==> src/rtl/spi_signal_bit_dc_master.sv <==
// spi_signal_bit_dc_master: SPI mode-0 master for one Hamming(12,8) protected word.
// Each accepted start encodes din and shifts the 12-bit codeword MSB first on mo.
// It captures the slave's 12-bit codeword on mi, decodes it, corrects single errors,
// and pulses done when the results are valid.
// Ports:
//   clk, rst (async active-low), start, din[7:0]       - control / payload in
//   cs, sck, mo, mi                                    - SPI pins (mi already synchronous)
//   busy                                               - accept through done, inclusive
//   tx_word[11:0]                                      - codeword being sent
//   dout[7:0], err_addr[3:0], error_only, error_mul    - decode results
//   done                                               - one-cycle valid pulse
module spi_signal_bit_dc_master #(
    parameter int unsigned CLK_DIV  = 4,
    parameter int unsigned CS_SETUP = 2,
    parameter int unsigned CS_HOLD  = 2
) (
    input  logic        clk,
    input  logic        rst,
    input  logic        start,
    input  logic [7:0]  din,
    output logic        busy,
    output logic        cs,
    output logic        sck,
    output logic        mo,
    input  logic        mi,
    output logic [11:0] tx_word,
    output logic [7:0]  dout,
    output logic [3:0]  err_addr,
    output logic        error_only,
    output logic        error_mul,
    output logic        done
);

    // The counter serves the setup, half-period and hold phases.
    // Hold counts one extra step for the cs-high cycle ahead of DECODE.
    localparam int unsigned HOLD_MAX = CS_HOLD + 1;
    localparam int unsigned MAX_A    = (CLK_DIV > CS_SETUP) ? CLK_DIV : CS_SETUP;
    localparam int unsigned CNT_MAX  = (MAX_A > HOLD_MAX) ? MAX_A : HOLD_MAX;
    localparam int unsigned CNT_W    = $clog2(CNT_MAX + 1);
    localparam int unsigned CW_W     = 12;
    localparam int unsigned BIT_W    = 4;

    typedef enum logic [2:0] {
        S_IDLE,
        S_SETUP,
        S_SHIFT,
        S_HOLD,
        S_DECODE
    } state_t;

    // Even-parity Hamming(12,8): cw[i-1] holds position i; parity at 1, 2, 4 and 8.
    function automatic logic [CW_W-1:0] hamming_encode(input logic [7:0] d);
        logic [CW_W-1:0] cw;
        cw      = '0;
        cw[2]   = d[0];
        cw[4]   = d[1];
        cw[5]   = d[2];
        cw[6]   = d[3];
        cw[8]   = d[4];
        cw[9]   = d[5];
        cw[10]  = d[6];
        cw[11]  = d[7];
        cw[0]   = cw[2] ^ cw[4] ^ cw[6] ^ cw[8] ^ cw[10];
        cw[1]   = cw[2] ^ cw[5] ^ cw[6] ^ cw[9] ^ cw[10];
        cw[3]   = cw[4] ^ cw[5] ^ cw[6] ^ cw[11];
        cw[7]   = cw[8] ^ cw[9] ^ cw[10] ^ cw[11];
        return cw;
    endfunction

    // Syndrome {s8,s4,s2,s1} over the received word, each parity bit included.
    function automatic logic [3:0] hamming_syndrome(input logic [CW_W-1:0] r);
        logic [3:0] s;
        s[0] = r[0] ^ r[2] ^ r[4] ^ r[6] ^ r[8] ^ r[10];
        s[1] = r[1] ^ r[2] ^ r[5] ^ r[6] ^ r[9] ^ r[10];
        s[2] = r[3] ^ r[4] ^ r[5] ^ r[6] ^ r[11];
        s[3] = r[7] ^ r[8] ^ r[9] ^ r[10] ^ r[11];
        return s;
    endfunction

    state_t            state, state_d;
    logic [CNT_W-1:0]  cnt, cnt_d;
    logic [BIT_W-1:0]  bit_idx, bit_idx_d;
    logic              phase, phase_d;
    logic [CW_W-1:0]   rx_word, rx_word_d;
    logic [CW_W-1:0]   tx_word_d;
    logic              cs_d, sck_d, mo_d, busy_d, done_d;
    logic [7:0]        dout_d;
    logic [3:0]        err_addr_d;
    logic              error_only_d, error_mul_d;

    logic [3:0]        dec_syn_c;
    logic [CW_W-1:0]   dec_fix_c;
    logic [7:0]        dec_data_c;
    logic              dec_single_c, dec_multi_c;

    // Decode of the captured word; flips the flagged position only for syndromes 1..12.
    always_comb begin
        dec_syn_c    = hamming_syndrome(rx_word);
        dec_single_c = (dec_syn_c != 4'd0) && (dec_syn_c <= 4'd12);
        dec_multi_c  = (dec_syn_c >= 4'd13);
        dec_fix_c    = rx_word;
        for (int i = 0; i < 12; i++) begin
            if (dec_syn_c == 4'(i + 1)) begin
                dec_fix_c[i] = ~rx_word[i];
            end
        end
        dec_data_c = {dec_fix_c[11], dec_fix_c[10], dec_fix_c[9], dec_fix_c[8],
                      dec_fix_c[6],  dec_fix_c[5],  dec_fix_c[4], dec_fix_c[2]};
    end

    // Next-state and next-output logic; pin values are registered one cycle after the
    // state that produces them, so sck/cs/mo come straight from flops.
    always_comb begin
        state_d      = state;
        cnt_d        = cnt;
        bit_idx_d    = bit_idx;
        phase_d      = phase;
        rx_word_d    = rx_word;
        tx_word_d    = tx_word;
        cs_d         = 1'b1;
        sck_d        = 1'b0;
        mo_d         = 1'b0;
        busy_d       = busy;
        done_d       = 1'b0;
        dout_d       = dout;
        err_addr_d   = err_addr;
        error_only_d = error_only;
        error_mul_d  = error_mul;

        case (state)
            S_IDLE: begin
                busy_d = 1'b0;
                if (start) begin
                    state_d   = S_SETUP;
                    cnt_d     = '0;
                    tx_word_d = hamming_encode(din);
                    busy_d    = 1'b1;
                end
            end
            S_SETUP: begin
                cs_d = 1'b0;
                mo_d = tx_word[11];
                if (cnt == CNT_W'(CS_SETUP - 1)) begin
                    state_d   = S_SHIFT;
                    cnt_d     = '0;
                    bit_idx_d = '0;
                    phase_d   = 1'b0;
                end else begin
                    cnt_d = cnt + CNT_W'(1);
                end
            end
            S_SHIFT: begin
                cs_d  = 1'b0;
                sck_d = phase;
                mo_d  = tx_word[BIT_W'(11) - bit_idx];
                // Sample mi on the edge that raises sck.
                if (phase && (cnt == '0)) begin
                    rx_word_d = {rx_word[CW_W-2:0], mi};
                end
                if (cnt == CNT_W'(CLK_DIV - 1)) begin
                    cnt_d = '0;
                    if (!phase) begin
                        phase_d = 1'b1;
                    end else begin
                        phase_d = 1'b0;
                        if (bit_idx == BIT_W'(11)) begin
                            state_d = S_HOLD;
                        end else begin
                            bit_idx_d = bit_idx + BIT_W'(1);
                        end
                    end
                end else begin
                    cnt_d = cnt + CNT_W'(1);
                end
            end
            S_HOLD: begin
                cs_d = 1'b0;
                if (cnt == CNT_W'(CS_HOLD)) begin
                    cs_d    = 1'b1;
                    state_d = S_DECODE;
                    cnt_d   = '0;
                end else begin
                    cnt_d = cnt + CNT_W'(1);
                end
            end
            S_DECODE: begin
                done_d       = 1'b1;
                dout_d       = dec_data_c;
                err_addr_d   = dec_syn_c;
                error_only_d = dec_single_c;
                error_mul_d  = dec_multi_c;
                state_d      = S_IDLE;
            end
            default: begin
                state_d = S_IDLE;
            end
        endcase
    end

    // State and output registers.
    always_ff @(posedge clk or negedge rst) begin
        if (!rst) begin
            state      <= S_IDLE;
            cnt        <= '0;
            bit_idx    <= '0;
            phase      <= 1'b0;
            rx_word    <= '0;
            tx_word    <= '0;
            cs         <= 1'b1;
            sck        <= 1'b0;
            mo         <= 1'b0;
            busy       <= 1'b0;
            done       <= 1'b0;
            dout       <= '0;
            err_addr   <= '0;
            error_only <= 1'b0;
            error_mul  <= 1'b0;
        end else begin
            state      <= state_d;
            cnt        <= cnt_d;
            bit_idx    <= bit_idx_d;
            phase      <= phase_d;
            rx_word    <= rx_word_d;
            tx_word    <= tx_word_d;
            cs         <= cs_d;
            sck        <= sck_d;
            mo         <= mo_d;
            busy       <= busy_d;
            done       <= done_d;
            dout       <= dout_d;
            err_addr   <= err_addr_d;
            error_only <= error_only_d;
            error_mul  <= error_mul_d;
        end
    end

endmodule

==> config.mk <==
export PLATFORM = sky130hd
export DESIGN_NAME = spi_signal_bit_dc_master
export DESIGN_NICKNAME = d
export VERILOG_FILES = /design/src/rtl/spi_signal_bit_dc_master.sv
export SDC_FILE = /design/constraint.sdc
export NUM_CORES = 1
export LEC_CHECK = 0
export BUFFER_PORTS_ARGS = -buffer_cell sky130_fd_sc_hd__clkbuf_2
export CORE_UTILIZATION = 30
export DETAILED_ROUTE_END_ITERATION = 10
export PLACE_DENSITY = 0.45
export SLEW_MARGIN = 20
export SYNTH_ARGS = -nofsm -noshare
export SYNTH_HDL_FRONTEND = slang
export SYNTH_SLANG_ARGS = --single-unit
==> constraint.sdc <==
create_clock -name clk -period 3 [get_ports clk]
set_clock_uncertainty 0.1 [all_clocks]
set_input_delay 0.3 -clock clk [delete_from_list [all_inputs] [get_ports clk]]
set_output_delay 0.3 -clock clk [all_outputs]
set_load 0.02 [all_outputs]
==> flow_summary.yaml <==
floorplan:
  core_mm2: 0.00942
  num_io_pins: 43
  die_x_um: 102
  rows: 35
  initial_core_util: 0.316
  die-area_mm2: 0.0103
  dieHeight_um: 102
placed_design:
  routabilityCongestion: 0.754
  placed_cell_area_mm2: 0.00330
  hpwl_um: 4830
  post-place-cells: 425
  pre_cts_slack_ns: 0.701
  portBuffers: 42
logic_synthesis:
  synth_cells: 265
  synth_edf_count: 0
  ys_seq_area_frac: 0.454
  ys_ff_latch: 54
  synth_nets: 285
  yosys-top-cells-area: "dfrtp_1 (45%), mux2_2 (9.1%), xnor2_1 (5.6%)"
  async_reset_ff_frac: 1.00
  yosysMostFrequentCell: "dfrtp_1"
  netlist_area_mm2: 0.00298
  synth.distinct_cells: 48
  yosysTopAreaCell: "dfrtp_1"
  synthFlopType: "dfrtp_1"
  yosysWarnings: 0
  ys_top_cells_by_count: "dfrtp_1 (53), nand2_1 (29), mux2_2 (24), xnor2_1 (19), inv_1 (11)"
  postSynthAreaPerCell_um2: 11.2
  synth.top_cell.area_share: 0.446
finish:
  area_growth_pct: 14.5
  ff_latch_area_mm2: 0.00135
  fillers: 960
  multi_input_area_mm2: 0.00151
  fin_cells: 434
  nNetsFinal: 324
  finish.instance_area_mm2: 0.00341
  drive_gt1_frac: 0.282
  num_antenna_cells: 0
sta:
  tightest_slew_ns: 0.746
  slew_violations: 0
  setup_viol: 0
  tns_ns: 0
  fin_ws_ns: 0.717
  max_freq_mhz: 438
  slew_headroom: 0.499
  rsz0062_at_grt: "no"
  hold_violations: 0
  fin_crit_sh: 0.761
  finalCriticalPeriod_ns: 2.28
routing:
  wl_um: 6680
  ant_nets: 0
  drtIter0Drc: 72
  vias_per_cell: 4.84
  dr.pass1.iters: 5
  wire_per_inst_um: 15.4
  drc: 0
  vias: 2102
global_route:
  grt_pass1_vias: 2144
  grt.met1_usage: 0.207
  grt_util_met3: 0.0262
  grt_pass1_wl_um: 11100
  grt_max_degree: 43
  grtUsageTotal: 0.139
  gr-total-overflow: 0
  antenna_found_initial: 0
  busiest_layer: "met1"
  met2_usage: 0.203
worst_setup_path:
  worstSetupPathType: "reg2reg"
  critPathLaunchType: "flip-flop"
  worstPathRequired_ns: 3.10
  cp_data_arrival_time_ns: 2.39
  end_kind: "flip-flop"
  cp_max_fo: 20
clocking:
  htreeDepth: 2
  cts.repair.resized: 0
  root_buffer: "clkbuf_8"
  cts.path.max_buffers: 2
  hold_buffers: 1
  cts_num_sinks: 54
  cts_made_buffers: 5
  cts_tree: "yes"
  worstSkewPairLatency_ns: 0.31
  path_clk_slew_ns: 0.10
  post-cts-setup-buffer-count: 0
worst_hold_path:
  hold_path.class: "in2reg"
pwr:
  pwr_density_cell_mw_per_mm2: 395
  max-vdd-ir-drop_mv: 0.190
  leakagePower_nw: 1.55
run_status:
  status: "finished, final reports clean"
flow_run:
  maxCapViolations: 0
-- flip-flops by register name, indices dropped and copies added, names as in the netlist --
signal      flops
bit_idx         4
busy            1
cnt             3
cs              1
done            1
dout            8
err_addr        4
error_mul       1
error_only      1
mo              1
phase           1
rx_word        12
sck             1
state           3
tx_word        12
-- stage by stage --
step           power [mW]   util  hold WS, ns
2_1_floorplan       0.865      -      -0.0956
3_3_place_gp        0.915  0.351        0.132
3_5_place_dp        0.916  0.351        0.132
4_1_cts              1.37  0.362        0.110
5_1_grt              1.41  0.362        0.113
6_report             1.35  0.362        0.117
-- kinds of logic after synthesis --
logic type / share of synthesized area
compound gates: 0.119
xor+xnor: 0.115
fa+ha+maj: 0.0336
buf+inv: 0.0370
flops: 0.454
mux: 0.117
simple gates: 0.124
-- placed cells by master, fill, tap and decap left out, types with 4 or more instances in the layout --
cell type,netlist,routed
o31ai_1,4,4
nand3_1,5,5
o211ai_1,8,8
nand2_1,29,29
xnor2_1,19,19
a21oi_1,8,8
dfrtp_1,53,53
nand4_1,8,8
a41o_1,7,7
o21ai_0,9,9
ha_1,8,8
inv_1,11,11
clkbuf_8,0,6
mux2_2,24,24
nand2b_1,9,9
nor2_1,8,8
clkbuf_2,0,42
-- final timing paths --
check / from / end / slack [ns] / cells past startpoint
max reg2reg: state[2]$_DFFE_PN0P_ / error_mul$_DFFE_PN0P_ / 0.72 / 3
max: state[2]$_DFFE_PN0P_ / error_mul$_DFFE_PN0P_ / 0.72 / 3
min in group asynchronous: rst / dout[4]$_DFFE_PN0P_ / 0.30 / 2
min: mi / rx_word[0]$_DFFE_PN0P_ / 0.12 / 2
min reg2reg: err_addr[3]$_DFFE_PN0P_ / err_addr[3]$_DFFE_PN0P_ / 0.39 / 2
max in group asynchronous: rst / bit_idx[1]$_DFFE_PN0P_ / 1.61 / 3
-- routing by layer --
metal	wire length, um	share of wire
met4	77	0.012
met3	234	0.035
met1	3560	0.53
met2	2810	0.42
met5	0	0
-- power by group --
part	total, mW	internal [mW]	switching, mW
combinational	0.161	0.0664	0.0945
clock	0.446	0.187	0.259
sequential	0.740	0.732	0.00816
-- worst max-delay path, stage by stage (launching register included) --
cell and delay, ns:
dfrtp_1 0.55, or3b_2 0.68, inv_1 0.45, mux2_2 0.39
-- cell type report --
cell class,count,share of cell area
Tap cell,129,0.0474
Clock inverter,2,0.00367
Clock buffer,6,0.0242
Sequential cell,54,0.397
Inverter,11,0.0121
Multi-Input combinational cell,186,0.444
Timing Repair Buffer,46,0.0712
Power figures use the tool's default switching activity.
